===== src/rtl/output_dma.sv =====
// output_dma: streams BLOCK_SIZE samples from a result buffer (1-cycle read
// latency) onto a valid/ready stream, absorbing backpressure in a 2-entry skid
// FIFO. Optional CRC-16-CCITT over accepted samples via OUTPUT_DMA_CRC_EN.
module output_dma #(
  parameter int BLOCK_SIZE = 256,
  parameter int DATA_WIDTH = 16,
  parameter int ADDR_WIDTH = 8
) (
  input  logic                  clk,
  input  logic                  reset_n,
  input  logic                  start_dma_out,
  output logic                  rd_en,
  output logic [ADDR_WIDTH-1:0] rd_addr,
  input  logic [DATA_WIDTH-1:0] rd_data,
  output logic [DATA_WIDTH-1:0] m_data,
  output logic                  m_valid,
  input  logic                  m_ready,
  output logic                  m_last,
  output logic                  dma_busy,
  output logic                  dma_done
`ifdef OUTPUT_DMA_CRC_EN
  ,
  output logic [15:0]           crc_out
`endif
);

  typedef enum logic [1:0] {IDLE, STREAM, DONE} state_t;

  localparam logic [ADDR_WIDTH-1:0] LAST_ADDR = ADDR_WIDTH'(BLOCK_SIZE - 1);

  state_t                state;
  logic [ADDR_WIDTH-1:0] addr;      // next read address
  logic [ADDR_WIDTH-1:0] out_idx;   // index of the sample at the stream head
  logic                  rd_all;    // every address of this block has been issued
  logic                  inflight;  // read issued last cycle, data on rd_data now
  logic [DATA_WIDTH-1:0] fifo [2];
  logic                  wr_ptr, rd_ptr;
  logic [1:0]            occ;
  logic                  pop, push, fifo_pop;

  // Read only when the skid FIFO plus the in-flight read leave room for one more.
  assign rd_en    = (state == STREAM) && !rd_all && ((occ + {1'b0, inflight}) < 2'd2);
  assign rd_addr  = addr;

  // Stream head: FIFO entry if any, otherwise the read data arriving this cycle.
  assign m_valid  = (state == STREAM) && ((occ != 2'd0) || inflight);
  assign m_data   = !m_valid ? '0 : ((occ != 2'd0) ? fifo[rd_ptr] : rd_data);
  assign m_last   = m_valid && (out_idx == LAST_ADDR);

  assign pop      = m_valid && m_ready;
  assign fifo_pop = pop && (occ != 2'd0);
  // Arriving data bypasses the FIFO only when it is consumed on arrival.
  assign push     = inflight && !(pop && (occ == 2'd0));

  assign dma_busy = (state != IDLE);
  assign dma_done = (state == DONE);

  // Control FSM, address generation and skid FIFO.
  always_ff @(posedge clk or negedge reset_n) begin
    if (!reset_n) begin
      state    <= IDLE;
      addr     <= '0;
      out_idx  <= '0;
      rd_all   <= 1'b0;
      inflight <= 1'b0;
      wr_ptr   <= 1'b0;
      rd_ptr   <= 1'b0;
      occ      <= 2'd0;
      fifo[0]  <= '0;
      fifo[1]  <= '0;
    end else begin
      inflight <= rd_en;
      if (rd_en) begin
        addr <= addr + 1'b1;
        if (addr == LAST_ADDR) rd_all <= 1'b1;
      end
      if (push) begin
        fifo[wr_ptr] <= rd_data;
        wr_ptr       <= ~wr_ptr;
      end
      if (fifo_pop) rd_ptr <= ~rd_ptr;
      occ <= occ + {1'b0, push} - {1'b0, fifo_pop};
      if (pop) out_idx <= out_idx + 1'b1;

      case (state)
        IDLE: if (start_dma_out) begin
          state   <= STREAM;
          addr    <= '0;
          out_idx <= '0;
          rd_all  <= 1'b0;
          wr_ptr  <= 1'b0;
          rd_ptr  <= 1'b0;
          occ     <= 2'd0;
        end
        STREAM: if (pop && m_last) state <= DONE;
        DONE:   state <= IDLE;
        default: state <= IDLE;
      endcase
    end
  end

`ifdef OUTPUT_DMA_CRC_EN
  function automatic logic [15:0] crc_upd(input logic [15:0] crc, input logic [DATA_WIDTH-1:0] d);
    logic [15:0] c;
    logic        fb;
    c = crc;
    for (int i = DATA_WIDTH - 1; i >= 0; i--) begin
      fb = c[15] ^ d[i];
      c  = {c[14:0], 1'b0};
      if (fb) c = c ^ 16'h1021;
    end
    return c;
  endfunction

  // CRC accumulates over accepted samples; holds after the block until next start.
  always_ff @(posedge clk or negedge reset_n) begin
    if (!reset_n)                             crc_out <= 16'hFFFF;
    else if ((state == IDLE) && start_dma_out) crc_out <= 16'hFFFF;
    else if (pop)                             crc_out <= crc_upd(crc_out, m_data);
  end
`endif

endmodule


===== config.mk =====
export PLATFORM = sky130hd
export DESIGN_NAME = output_dma
export DESIGN_NICKNAME = d
export VERILOG_FILES = /design/src/rtl/output_dma.sv
export SDC_FILE = /design/constraint.sdc
export NUM_CORES = 1
export LEC_CHECK = 0
export BUFFER_PORTS_ARGS = -buffer_cell sky130_fd_sc_hd__buf_2
export CELL_PAD_IN_SITES_DETAIL_PLACEMENT = 0
export CELL_PAD_IN_SITES_GLOBAL_PLACEMENT = 1
export CORE_MARGIN = 10
export CORE_UTILIZATION = 47
export CTS_CLUSTER_DIAMETER = 40
export DETAILED_ROUTE_END_ITERATION = 8
export GPL_TIMING_DRIVEN = 0
export HOLD_SLACK_MARGIN = 0.08
export PLACE_DENSITY = 0.86
export RECOVER_POWER = 50
export SYNTH_ARGS = -nofsm -noshare
export SYNTH_HDL_FRONTEND = slang
export SYNTH_SLANG_ARGS = --single-unit
export TNS_END_PERCENT = 1

===== constraint.sdc =====
create_clock -name clk -period 3.4 [get_ports clk]
set_input_delay 0.34 -clock clk [delete_from_list [all_inputs] [get_ports clk]]
set_output_delay 0.34 -clock clk [all_outputs]
set_load 0.01 [all_outputs]

# ---- Word level (Yosys, flattened, before mapping)
# Index checks and enable logic that the tools add are counted.
dict set report totals {
  regBits 56
  latch_bits 0
  ram_bits 0
  mem_bits_ro 0
  inputBits 20
  out_inout_bits 29
  word_cells 76
  memories 0
}
dict set report classes {
  add_sub_neg 5
  multipliers 0
  n_div 0
  n_lt_le_gt_ge 4
  n_eq_ne 6
  shift 0
  n_mux 29
  bitwise 4
  n_reduce_logical 18
}
# op count
set op_table {}
lappend op_table {{16-bit 2-to-1 mux} 6}
lappend op_table {{8-bit 2-to-1 mux} 6}
lappend op_table {{32-bit bitwise mux} 1}
lappend op_table {{8-bit by 1-bit adder with 8-bit output (second input constant)} 2}
lappend op_table {{16-bit demux with 1-bit select} 1}
lappend op_table {{8-bit == test (second input constant)} 2}
lappend op_table {{1-bit logical AND} 10}
lappend op_table {{1-bit 2-to-1 mux} 10}
lappend op_table {{2-bit 2-to-1 mux} 4}
lappend op_table {{2-bit by 1-bit adder with 2-bit output} 2}
lappend op_table {{2-bit >= comparator (second input constant)} 2}
lappend op_table {{2-bit zero test} 2}
lappend op_table {{1-bit NOT with 2-bit output} 2}
lappend op_table {{2-bit one-hot mux with 2 select lines} 1}
lappend op_table {{2-bit nonzero test} 2}
lappend op_table {{2-bit by 1-bit == test with 1-bit output (second input constant)} 1}
lappend op_table {{2-bit == test (second input constant)} 1}
lappend op_table {{1-bit zero test} 2}
lappend op_table {{2-bit by 1-bit < comparator with 1-bit output (second input constant)} 1}
lappend op_table {{2-bit < comparator (second input constant)} 1}
lappend op_table {{2-bit by 1-bit != test with 1-bit output (second input constant)} 1}
lappend op_table {{2-bit != test (second input constant)} 1}
lappend op_table {{1-bit NOT} 2}
lappend op_table {{2-bit AND reduction} 1}
lappend op_table {{2 further kinds} 2}

# ---- Depth between registers and ports, before layout
# Gate-level depths: netlist of run 1.
dict set report logic_depth {
  word_depth 11
  ltp_mapped 10
  mapped_depth_nobuf 9
}

# ---- Least setup slack after synthesis of run 1
# OpenSTA, ideal clock, no wires.
dict set report synth_path {
  path_kind {register to register}
  startpoint {register occ[1]}
  endpoint {register fifo[22] (netlist bit)}
  setup_ps 125
  t_arrival_ps 1849
  required_time_ps 3275
  slack_ps 1426
  path_stages_with_launch 8
  path_buffers 3
  period_less_slack_ps 1974
  path_cell_list {dfrtp_1 or2_2 buf_2 o21a_1 ha_1 clkbuf_1 buf_2 mux2_2}
}
dict set report synth_between {
  elab_chain_len 7
  word_cells_on_any_way 8
  cone_classes {8 x reduce/logical}
}
# item line
set synth_rtl {}
lappend synth_rtl {{start, declared} 38} ;# logic [1:0] occ;
lappend synth_rtl {{start signal, assigned} 82} ;# occ <= occ + {1'b0, push} - {1'b0, fifo_pop};
lappend synth_rtl {{2-bit nonzero test} 46} ;# assign m_valid = (state == STREAM) && ((occ != 2'd0) || inflight);
lappend synth_rtl {{1-bit logical OR} 46}
lappend synth_rtl {{1-bit logical AND} 46}
lappend synth_rtl {{1-bit logical AND} 50} ;# assign pop = m_valid && m_ready;
lappend synth_rtl {{1-bit logical AND *} 53} ;# assign push = inflight && !(pop && (occ == 2'd0));
lappend synth_rtl {{1-bit zero test *} 53}
lappend synth_rtl {{1-bit logical AND *} 53}
lappend synth_rtl {{end signal, assigned by index} 78} ;# fifo[wr_ptr] <= rd_data;
lappend synth_rtl {{end, declared} 36} ;# logic [DATA_WIDTH-1:0] fifo [2];
# Mark *: on every way between the ends. The rest lies on a longest branch, timed or not.
# A chain may end at the register's enable or synchronous reset.

# ---- Worst setup path after layout of run 1
dict set report layout_path {
  startpoint {register occ[1]}
  endpoint {output port m_data[6]}
}
dict set report layout_between {
  elab_chain_len 4
  word_cells_on_any_way 5
  cone_classes {2 x mux; 3 x reduce/logical}
}
# item line
set layout_rtl {}
lappend layout_rtl {{2-bit nonzero test *} {46, 47}}
lappend layout_rtl {{1-bit logical OR} 46}
lappend layout_rtl {{1-bit logical AND} 46}
lappend layout_rtl {{16-bit 2-to-1 mux *} 47} ;# assign m_data = !m_valid ? '0 : ((occ != 2'd0) ? fifo[rd_ptr] : rd_data);
lappend layout_rtl {{end, declared} 15} ;# output logic [DATA_WIDTH-1:0] m_data,
# Marks and branches as above.

==> reports/results.tsv, run 1 <==
stage	metric	value	unit
synth	number of enable flip-flop cells after synthesis	0	
synth	Netlist Area Pre-Place	2820	µm²
sta	setup TNS	0	ns
setup_path	CP Launch Type	register	
sta	Final WS setup	0.897	ns
route	routed via count	2086	
pwr	PwrDens	992	nW/µm²
clocking	Root Driver	clkbuf_8	
synth	syn nets	278	
clocking	clock latency on the worst-skew pair	0.31	ns
synth	Seq/Total Area, Yosys	49.7	%
layout	post-route core utilization	55.2	%
place	HPWL after DPL	4230	µm
synth	Async SR Flop Fraction	100	%
clocking	H-tree Lvls	2	
synth	most frequent cells after synthesis	56 x dfrtp_1, 32 x mux2_2, 28 x nor2_1, 17 x mux2i_1, 16 x a211oi_1	
floorplan	Die Height	97.4	µm
floorplan	Core Region	5890	µm²
setup_path	critical path class	register to output port	
route	DRT antenna net count	0	
pwr	total power	3.22	mW
grt	global route overflow	0	
synth	Synth area leaders	dfrtp_1 50%, mux2_2 13%, mux2i_1 6.0%	
sta	Hold Worst Slack	0.283	ns
route	vias per cell	5.43	
place	port bufs	48	
pwr	switching share of power	39.1	%
grt	first-pass GRT wire length	10600	µm
grt	GRT Overall Usage	13.1	%
synth	Yosys top cell area share	49.7	%
clocking	Clk pin slew, worst setup/hold paths	0.09	ns
place	GPL Wtd Cong	0.707	
sta	Clock Skew	0.00409	ns
floorplan	io pins	49	
synth	post-synth top area cell	dfrtp_1	
clocking	CTS tree	yes	
place	Placed Cells	375	
synth	Yosys reg bits	56	
synth	Main synth FF type	dfrtp_1	
sta	Final Hold Vio Count	0	
layout	Ant. Diodes	0	
clocking	Clock Sinks	56	
route	Pre-antenna DRT Iters	4	
route	routed len/inst	15.6	µm
pwr	Psw	1.26	mW
synth	synthesis warning total	0	
clocking	hold_buf cts	0	
run	Max Cap Viol	2	
place	Placed Area	3150	µm²
synth	Yosys cell types	36	
sta	Achievable Freq	400	MHz
place	dpl ws	1.14	ns
pwr	Pleak	1.45	nW
floorplan	Die W	97.4	µm
layout	Finished Layout Cells	384	
worst_hold_path	worst hold path class	input pin to register	
floorplan	Initial Util	47.9	%
synth	Syn Inst Count	252	
sta	Slew @ Worst Pin	1.53	ns
clocking	post-cts gate resize count	0	
setup_path	worst-path fanout max	10	
sta	Final period util	73.6	%
sta	Final setup viols	0	
floorplan	Die ar.	9500	µm²
layout	area grow syn2layout	15.3	%
clocking	CTS Buf Count	5	
sta	relative slew slack	-1.71	%
route	residual DRC count	0	
pwr	clock share of power	13.5	%
clocking	post-CTS setup buffer count	0	
sta	min Tclk post-route	2.50	ns
pwr	logic gate share of total power	49.3	%
setup_path	CP Capture Type	output port	
sta	RSZ-0062 raised after global routing	no	
layout	fin area	3250	µm²
pwr	Flop pwr share	37.2	%
synth	synthesized area per cell	11.2	µm²
route	DRT iter0 DRCs	75	
layout	Nets	334	
status	failing checks	max-capacitance violations, max-slew violations	
pwr	P_int	1.96	mW
layout	share of layout cells above drive strength 1	28.8	%
setup_path	WP data arrival	2.16	ns
pwr	VDD IR max	0.406	mV
grt	vias in the first global route	2227	
status	status	finished with violations	
setup_path	WP data required	3.06	ns
clocking	Clock Tree Buf Depth	2	
synth	most frequent cell after synthesis	dfrtp_1	
route	Detailed Route WL	6000	µm
grt	pin count of the biggest net entering global routing	57	
floorplan	Core Rows	28	
grt	initial antenna violation count	0	
sta	max-slew violation count	58	
-- layer usage --
metal  GRT usage, %  part of all wire [%]  vias to the layer above
met4           3.36                   1.0                        0
met1           16.1                    46                     1013
met2           21.5                    47                       58
li1               -                     -                     1008
met3           4.20                   6.0                        7
met5              0                     0                        -
-- area by class of cell --
class	count	area (µm²)
Multi-Input combinational cell	173	1300
Inverter	8	30.0
Buffer	15	77.6
Timing Repair Buffer	49	231
Tap cell	75	93.8
Clock buffer	5	68.8
Sequential cell	56	1400
Fill cell	538	2640
Clock inverter	3	42.5
-- worst max-delay path, stage by stage (launching register included) --
cell      delay [ns]
dfrtp_1         0.44
nor3_1          0.64
or3b_1          0.22
buf_6           0.16
buf_6           0.16
a211oi_1        0.06
buf_2           0.18
-- final timing paths --
| kind | cells after the start | endpoint | startpoint | slack (ns) |
|---|---|---|---|---|
| max in group asynchronous | 2 | out_idx[5] | reset_n | 0.96 |
| setup reg to reg | 7 | fifo[3] | occ[1] | 1.16 |
| min in group asynchronous | 1 | rd_addr[2] | reset_n | 0.38 |
| hold reg to reg | 1 | fifo[8] | fifo[8] | 0.51 |
| setup / recovery | 6 | m_data[6] | occ[1] | 0.90 |
| hold / removal | 2 | fifo[2] | rd_data[2] | 0.28 |
-- state kept, by name, summed over array words and instances, names as in the netlist --
name	cells
fifo	32
inflight	1
occ	2
out_idx	8
rd_addr	8
rd_all	1
rd_ptr	1
state	2
wr_ptr	1
-- layout by cell type (no fill, tap or decap), drive strengths merged, types with 8 or more instances in the layout --
| cell type | Yosys | final |
|---|---|---|
| nor2 | 28 | 28 |
| clkbuf | 7 | 24 |
| mux2 | 32 | 32 |
| nand2 | 12 | 12 |
| mux2i | 17 | 17 |
| a211oi | 16 | 16 |
| buf | 8 | 45 |
| dfrtp | 56 | 56 |
| inv | 8 | 8 |
-- power by group through the flow --
stage | Combinational [mW] | Clock, mW | Sequential [mW]
floorplan | 1.13 | 0 | 1.18
global placement | 1.60 | 0 | 1.20
detailed placement | 1.63 | 0 | 1.21
CTS | 1.64 | 0.445 | 1.20
global route | 1.80 | 0.471 | 1.25
finish | 1.59 | 0.435 | 1.20
-- kinds of logic (layout without fill, tap and decap cells) --
logic type               Yosys count  after routing  share of synthesized area (%)
buffers and inverters             23             80                           3.86
adder cells (fa/ha/maj)            6              6                           2.66
multiplexers                      49             49                           18.8
AND/OR/NAND/NOR                   74             74                           13.9
flip-flops                        56             56                           49.7
XOR/XNOR                           9              9                           2.80
AO/OA/AOI/OAI                     35             35                           8.26
No activity file was read; power rests on OpenSTA's default activity.
==> run 2, diff against run 1 <==
--- a/config.mk
+++ b/config.mk
@@ -9,12 +9,12 @@
 export CELL_PAD_IN_SITES_DETAIL_PLACEMENT = 0
 export CELL_PAD_IN_SITES_GLOBAL_PLACEMENT = 1
 export CORE_MARGIN = 10
-export CORE_UTILIZATION = 47
+export CORE_UTILIZATION = 40
 export CTS_CLUSTER_DIAMETER = 40
 export DETAILED_ROUTE_END_ITERATION = 8
 export GPL_TIMING_DRIVEN = 0
 export HOLD_SLACK_MARGIN = 0.08
-export PLACE_DENSITY = 0.86
+export PLACE_DENSITY = 0.78
 export RECOVER_POWER = 50
 export SYNTH_ARGS = -nofsm -noshare
 export SYNTH_HDL_FRONTEND = slang
==> constraint.sdc (replaced) <==
create_clock -name clk -period 2.1 [get_ports clk]
set_input_delay 0.21 -clock clk [delete_from_list [all_inputs] [get_ports clk]]
set_output_delay 0.21 -clock clk [all_outputs]
set_load 0.01 [all_outputs]
==> run 2 against run 1 <==
The flow now finishes without violations. Die area up 14%. Sequential power increased by 63%. Sequential share of layout area is 1.3 points lower. Critical path type unchanged.
==> reports/results.tsv, run 2 (synthesized netlist as in run 1, its figures left out) <==
stage	metric	value	unit	change
status	status	finished clean		
layout	Reg with most FFs	fifo		
sta	Slew @ Worst Pin	1.41	ns	-0.120 ns
layout	Nets	333		-0.30%
layout	share of layout cells above drive strength 1	35.1	%	+6.3 points
clocking	CTS tree	yes		
layout	most common cell after layout, fill and taps aside	dfrtp_1		
setup_path	critical path class	register to output port		
pwr	Pleak	1.48	nW	+1.8%
setup_path	WP data arrival	1.83	ns	-0.33 ns
place	HPWL after DPL	4370	µm	+3.3%
pwr	Flop pwr share	36.0	%	-1.2 points
sta	relative slew slack	6.29	%	+8.0 points
sta	min Tclk post-route	2.04	ns	
floorplan	io pins	49		unchanged
layout	area grow syn2layout	19.2	%	
clocking	Clock Sinks	56		unchanged
worst_hold_path	Worst Min Path Start	rd_data[4]		
sta	Final Hold Vio Count	0		unchanged
sta	Hold Worst Slack	0.146	ns	-0.137 ns
route	DRT iter0 DRCs	75		unchanged
floorplan	Core Rows	30		+7.1%
route	Pre-antenna DRT Iters	4		unchanged
pwr	PwrDens	1620	nW/µm²	+63%
route	residual DRC count	0		unchanged
grt	vias in the first global route	2144		-3.7%
place	port bufs	48		unchanged
clocking	Clk pin slew, worst setup/hold paths	0.11	ns	+0.02 ns
sta	max-slew violation count	0		-100%
sta	setup TNS	0	ns	unchanged
grt	pin count of the biggest net entering global routing	57		unchanged
setup_path	CP Capture Type	output port		
place	GPL Wtd Cong	0.710		+0.42%
sta	Clock Skew	0.00895	ns	+0.00486 ns
layout	Finished Layout Cells	404		+5.2%
clocking	Root Driver	clkbuf_8		
pwr	clock share of power	13.2	%	-0.3 points
floorplan	Die W	104	µm	+6.7%
worst_hold_path	hold path endpoint	fifo[4]		
route	vias per cell	5.03		-7.4%
run	Max Cap Viol	0		-2
grt	global route overflow	0		unchanged
pwr	total power	5.43	mW	+69%
layout	Ant. Diodes	0		unchanged
setup_path	Worst R2R Setup Slack	0.07	ns	-1.09 ns
pwr	P_int	3.31	mW	+68%
setup_path	WP data required	1.89	ns	-1.17 ns
clocking	CTS Buf Count	5		unchanged
clocking	clock latency on the worst-skew pair	0.31	ns	about the same
floorplan	Die ar.	10800	µm²	+14%
setup_path	worst-path fanout max	10		unchanged
setup_path	CP Launch Type	register		
pwr	VDD IR max	0.558	mV	+37%
pwr	logic gate share of total power	50.9	%	+1.6 points
sta	Final period util	97.2	%	
clocking	Clock Tree Buf Depth	2		unchanged
layout	max FFs per register	32		unchanged
layout	post-route core utilization	49.2	%	-6.0 points
grt	first-pass GRT wire length	10400	µm	-1.7%
floorplan	Die Height	104	µm	+6.7%
route	routed via count	2032		-2.6%
setup_path	worst reg2reg path endpoint	occ[1]		
sta	RSZ-0062 raised after global routing	yes		
setup_path	Reg-to-Reg Start	state[1]		
setup_path	reg2reg path depth	9		+2
layout	commonest non-fill, non-tap cells in the layout	53 x dfrtp_1, 39 x buf_2, 32 x mux2_2		
sta	Final setup viols	0		unchanged
floorplan	Initial Util	41.3	%	-6.6 points
place	Placed Cells	396		+5.6%
worst_hold_path	Hold Crit Depth	2		unchanged
pwr	Psw	2.13	mW	+69%
grt	initial antenna violation count	0		unchanged
grt	GRT Overall Usage	11.3	%	-1.8 points
pwr	switching share of power	39.2	%	+0.083 points
route	DRT antenna net count	0		unchanged
route	Detailed Route WL	6190	µm	+3.2%
route	routed len/inst	15.3	µm	-1.9%
clocking	H-tree Lvls	2		unchanged
worst_hold_path	worst hold path class	input pin to register		
floorplan	Core Region	6830	µm²	+16%
sta	Achievable Freq	490	MHz	
## run 2: cell types whose count changed in the layout (fill, tap and decap cells not counted), sizes merged
cell / change
dlygate4sd3: +1
buf: -2
## run 2: worst max-delay path: stages, from the launching register on
cell,delay (ns)
dfrtp_2,0.43
nor3_4,0.08
or3b_1,0.36
buf_6,0.17
buf_6,0.15
a211oi_1,0.17
buf_2,0.17
## run 2: area by class of cell
class | count | area (µm²)
inverter | 8 | 30.0
buffer | 12 | 80.1
timing repair buffer | 51 | 253
tap | 96 | 120
fill | 705 | 3470
clock inverter | 3 | 42.5
clock buffer | 5 | 68.8
sequential | 56 | 1410
multi-input combinational | 173 | 1360
## run 2: worst max-delay path by stage
stage / from / endpoint
floorplan: occ[1] / fifo[22]
global placement: occ[1] / fifo[6]
detailed placement: occ[1] / fifo[7]
CTS: occ[1] / m_data[10]
global route: state[1] / occ[1]
finish: inflight / m_data[7]
## run 2: routing by layer
layer	wire, µm	vias up	track usage [%]
li1	-	1002	-
met1	3060	994	15.0
met2	2860	31	17.7
met3	213	5	3.16
met4	57	0	2.68
met5	0	-	0
## run 2: what timing repair did
| action | 4_1_cts | 5_1_grt |
|---|---|---|
| pin swaps | 2 | 1 |
| resized for setup | 5 | 17 |
| setup endpoints to repair | 38 | 38 |
| endpoints found under the hold margin | 0 | 56 |
| hold buffers | 0 | 1 |
| setup buffers | 0 | 2 |
## run 2: power by group through the flow
stage / clock [mW] / sequential [mW] / combinational [mW]
after global routing: 0.777 / 2.03 / 3.08
final: 0.716 / 1.95 / 2.76
after CTS: 0.736 / 1.94 / 2.69
after floorplan: 0 / 1.91 / 1.83
after global placement: 0 / 1.94 / 2.61
after detailed placement: 0 / 1.96 / 2.65
## run 2: through the flow
stage	instance area [µm²]	setup slack, ns
final	3360	0.0581
after detailed placement	3180	-0.147
after global placement	3180	-0.115
after CTS	3290	-0.0462
after global routing	3360	-0.0596
after floorplan	2820	0.126
==> run 3, diff against run 2 <==
--- a/config.mk
+++ b/config.mk
@@ -8,15 +8,16 @@
 export BUFFER_PORTS_ARGS = -buffer_cell sky130_fd_sc_hd__buf_2
 export CELL_PAD_IN_SITES_DETAIL_PLACEMENT = 0
 export CELL_PAD_IN_SITES_GLOBAL_PLACEMENT = 1
-export CORE_MARGIN = 10
+export CORE_MARGIN = 5
 export CORE_UTILIZATION = 40
 export CTS_CLUSTER_DIAMETER = 40
 export DETAILED_ROUTE_END_ITERATION = 8
 export GPL_TIMING_DRIVEN = 0
 export HOLD_SLACK_MARGIN = 0.08
+export MAX_ROUTING_LAYER = met4
 export PLACE_DENSITY = 0.78
 export RECOVER_POWER = 50
 export SYNTH_ARGS = -nofsm -noshare
 export SYNTH_HDL_FRONTEND = slang
 export SYNTH_SLANG_ARGS = --single-unit
-export TNS_END_PERCENT = 1
+export TNS_END_PERCENT = 50
==> run 3 against run 2 <==
Maximum frequency is 0.57% higher. First-iteration DRC count fell by 20%. Sequential share of layout area shrank 0.43 points. Sequential power barely moved. Combinational power is 4% higher. Global-route usage rose by 3.1 points. Largest cell class unchanged. Design area rose by 1.1%. Via count grew 2.5%. Highest routed layer unchanged. Cell count increased by 1.2%. Critical endpoint is now m_data[6]. Register-to-register slack improved by 0.06 ns. Total power fell by 0.40%. Core utilization grew 0.55 points. Critical path type unchanged.
==> reports/results.tsv, run 3 (synthesized netlist as in run 1, its figures left out) <==
stage	metric	value	unit	change
floorplan	io pins	49		unchanged
layout	# fillers	685		-2.8%
pwr	Pleak	1.49	nW	+0.87%
floorplan	Die ar.	8830	µm²	-18%
sta	Clock Skew	0.00641	ns	-0.00254 ns
route	residual DRC count	0		unchanged
setup_path	Worst R2R Setup Slack	0.13	ns	+0.06 ns
status	status	finished clean		
sta	Final setup viols	0		unchanged
route	DRT antenna net count	0		unchanged
clocking	Clock Tree Buf Depth	2		unchanged
sta	Final period util	96.7	%	-0.55 points
worst_hold_path	worst hold path class	input pin to register		
route	routed via count	2083		+2.5%
grt	global route overflow	0		unchanged
sta	setup TNS	0	ns	unchanged
route	routed len/inst	14.9	µm	-3.0%
setup_path	CP Launch Type	register		
grt	pin count of the biggest net entering global routing	57		unchanged
setup_path	worst-path fanout max	10		unchanged
route	Pre-antenna DRT Iters	4		unchanged
floorplan	Core Rows	30		unchanged
layout	most common cell after layout, fill and taps aside	dfrtp_1		
setup_path	CP Capture Type	output port		
setup_path	WP data required	1.89	ns	about the same
grt	initial antenna violation count	0		unchanged
layout	max FFs per register	32		unchanged
run	Max Cap Viol	0		unchanged
route	Detailed Route WL	6080	µm	-1.8%
sta	min Tclk post-route	2.03	ns	-0.0116 ns
sta	Achievable Freq	493	MHz	+0.57%
layout	Nets	338		+1.5%
layout	commonest non-fill, non-tap cells in the layout	52 x dfrtp_1, 43 x buf_2, 32 x mux2_2		
grt	first-pass GRT wire length	9900	µm	-5.1%
layout	area grow syn2layout	20.5	%	
floorplan	Die W	94.0	µm	-9.6%
pwr	PwrDens	1590	nW/µm²	-1.5%
floorplan	Core Region	6830	µm²	unchanged
place	HPWL after DPL	4100	µm	-6.2%
setup_path	WP data arrival	1.82	ns	about the same
sta	relative slew slack	8.65	%	+2.4 points
clocking	clock latency on the worst-skew pair	0.31	ns	about the same
layout	share of layout cells above drive strength 1	37.7	%	+2.6 points
sta	Slew @ Worst Pin	1.37	ns	-0.0354 ns
grt	GRT Overall Usage	14.4	%	+3.1 points
clocking	CTS tree	yes		
place	GPL Wtd Cong	0.763		+7.4%
sta	max-slew violation count	0		unchanged
setup_path	critical path class	register to output port		
pwr	total power	5.41	mW	-0.40%
route	DRT iter0 DRCs	60		-20%
grt	vias in the first global route	2049		-4.4%
layout	Reg with most FFs	fifo		
clocking	Root Driver	clkbuf_8		
sta	Final Hold Vio Count	0		unchanged
clocking	Clk pin slew, worst setup/hold paths	0.11	ns	about the same
floorplan	Die Height	94.0	µm	-9.6%
sta	RSZ-0062 raised after global routing	no		
pwr	VDD IR max	0.555	mV	-0.46%
floorplan	Initial Util	41.3	%	unchanged
clocking	H-tree Lvls	2		unchanged
clocking	CTS Buf Count	5		unchanged
place	port bufs	48		unchanged
route	vias per cell	5.09		+1.3%
layout	Ant. Diodes	0		unchanged
clocking	Clock Sinks	56		unchanged
run 3: path summary, 6_finish.rpt:
check                           start         end  depth (start not counted)
setup / recovery               occ[0]   m_data[6]                          6
hold / removal             rd_data[5]     fifo[5]                          2
setup reg to reg               occ[1]      occ[1]                          9
hold reg to reg              fifo[18]    fifo[18]                          1
max in group asynchronous     reset_n    state[0]                          2
min in group asynchronous     reset_n  rd_addr[1]                          2
run 3: report_power, final:
part	leakage, nW	internal, mW	switching (mW)
logic	0.783	1.43	1.43
registers	0.669	1.59	0.354
clock network	0.0404	0.237	0.372
total	1.49	3.26	2.15
run 3: per-layer routing:
metal / GRT usage [%] / wire (µm) / up-vias
met3: 3.29 / 270 / 2
met5: - / 0 / -
met4: 4.09 / 41 / 0
li1: - / - / 1020
met2: 22.0 / 2840 / 37
met1: 19.2 / 2930 / 1024
run 3: final cells by class:
type	instances	area [µm²]	share of cell area [%]
well taps	96	120	3.54
clock inverters	3	23.8	0.700
clock buffers	5	68.8	2.03
plain buffers	12	75.1	2.21
repair buffers	56	289	8.51
inverters	8	30.0	0.884
flip-flops and latches	56	1410	41.4
multi-input cells	173	1380	40.7
run 3: per-stage QoR:
| step | utilization, % | cell area, µm² | instances | setup slack [ns] | hold slack [ns] |
|---|---|---|---|---|---|
| floorplan | - | 2820 | 252 | 0.126 | -0.0856 |
| global placement | 46.5 | 3180 | 396 | -0.132 | 0.476 |
| detailed placement | 46.5 | 3180 | 396 | -0.158 | 0.476 |
| CTS | 48.3 | 3300 | 402 | -0.0301 | 0.147 |
| global route | 49.7 | 3400 | 409 | 0.000369 | 0.140 |
| finish | 49.7 | 3400 | 409 | 0.0697 | 0.152 |
run 3: critical path: stages (launching register included):
cell,delay (ns)
dfrtp_2,0.43
nor3_4,0.06
or3b_4,0.39
buf_6,0.15
buf_6,0.15
a211oi_2,0.16
buf_2,0.16
run 3: repair_timing:
| item | 4_1_cts | 5_1_grt |
|---|---|---|
| setup endpoints to repair | 38 | 36 |
| hold buffers | 0 | 1 |
| pin swaps | 3 | 3 |
| buffers inserted | 0 | 6 |
| endpoints found under the hold margin | 0 | 56 |
| cloned | 0 | 1 |
| resized for setup | 12 | 14 |
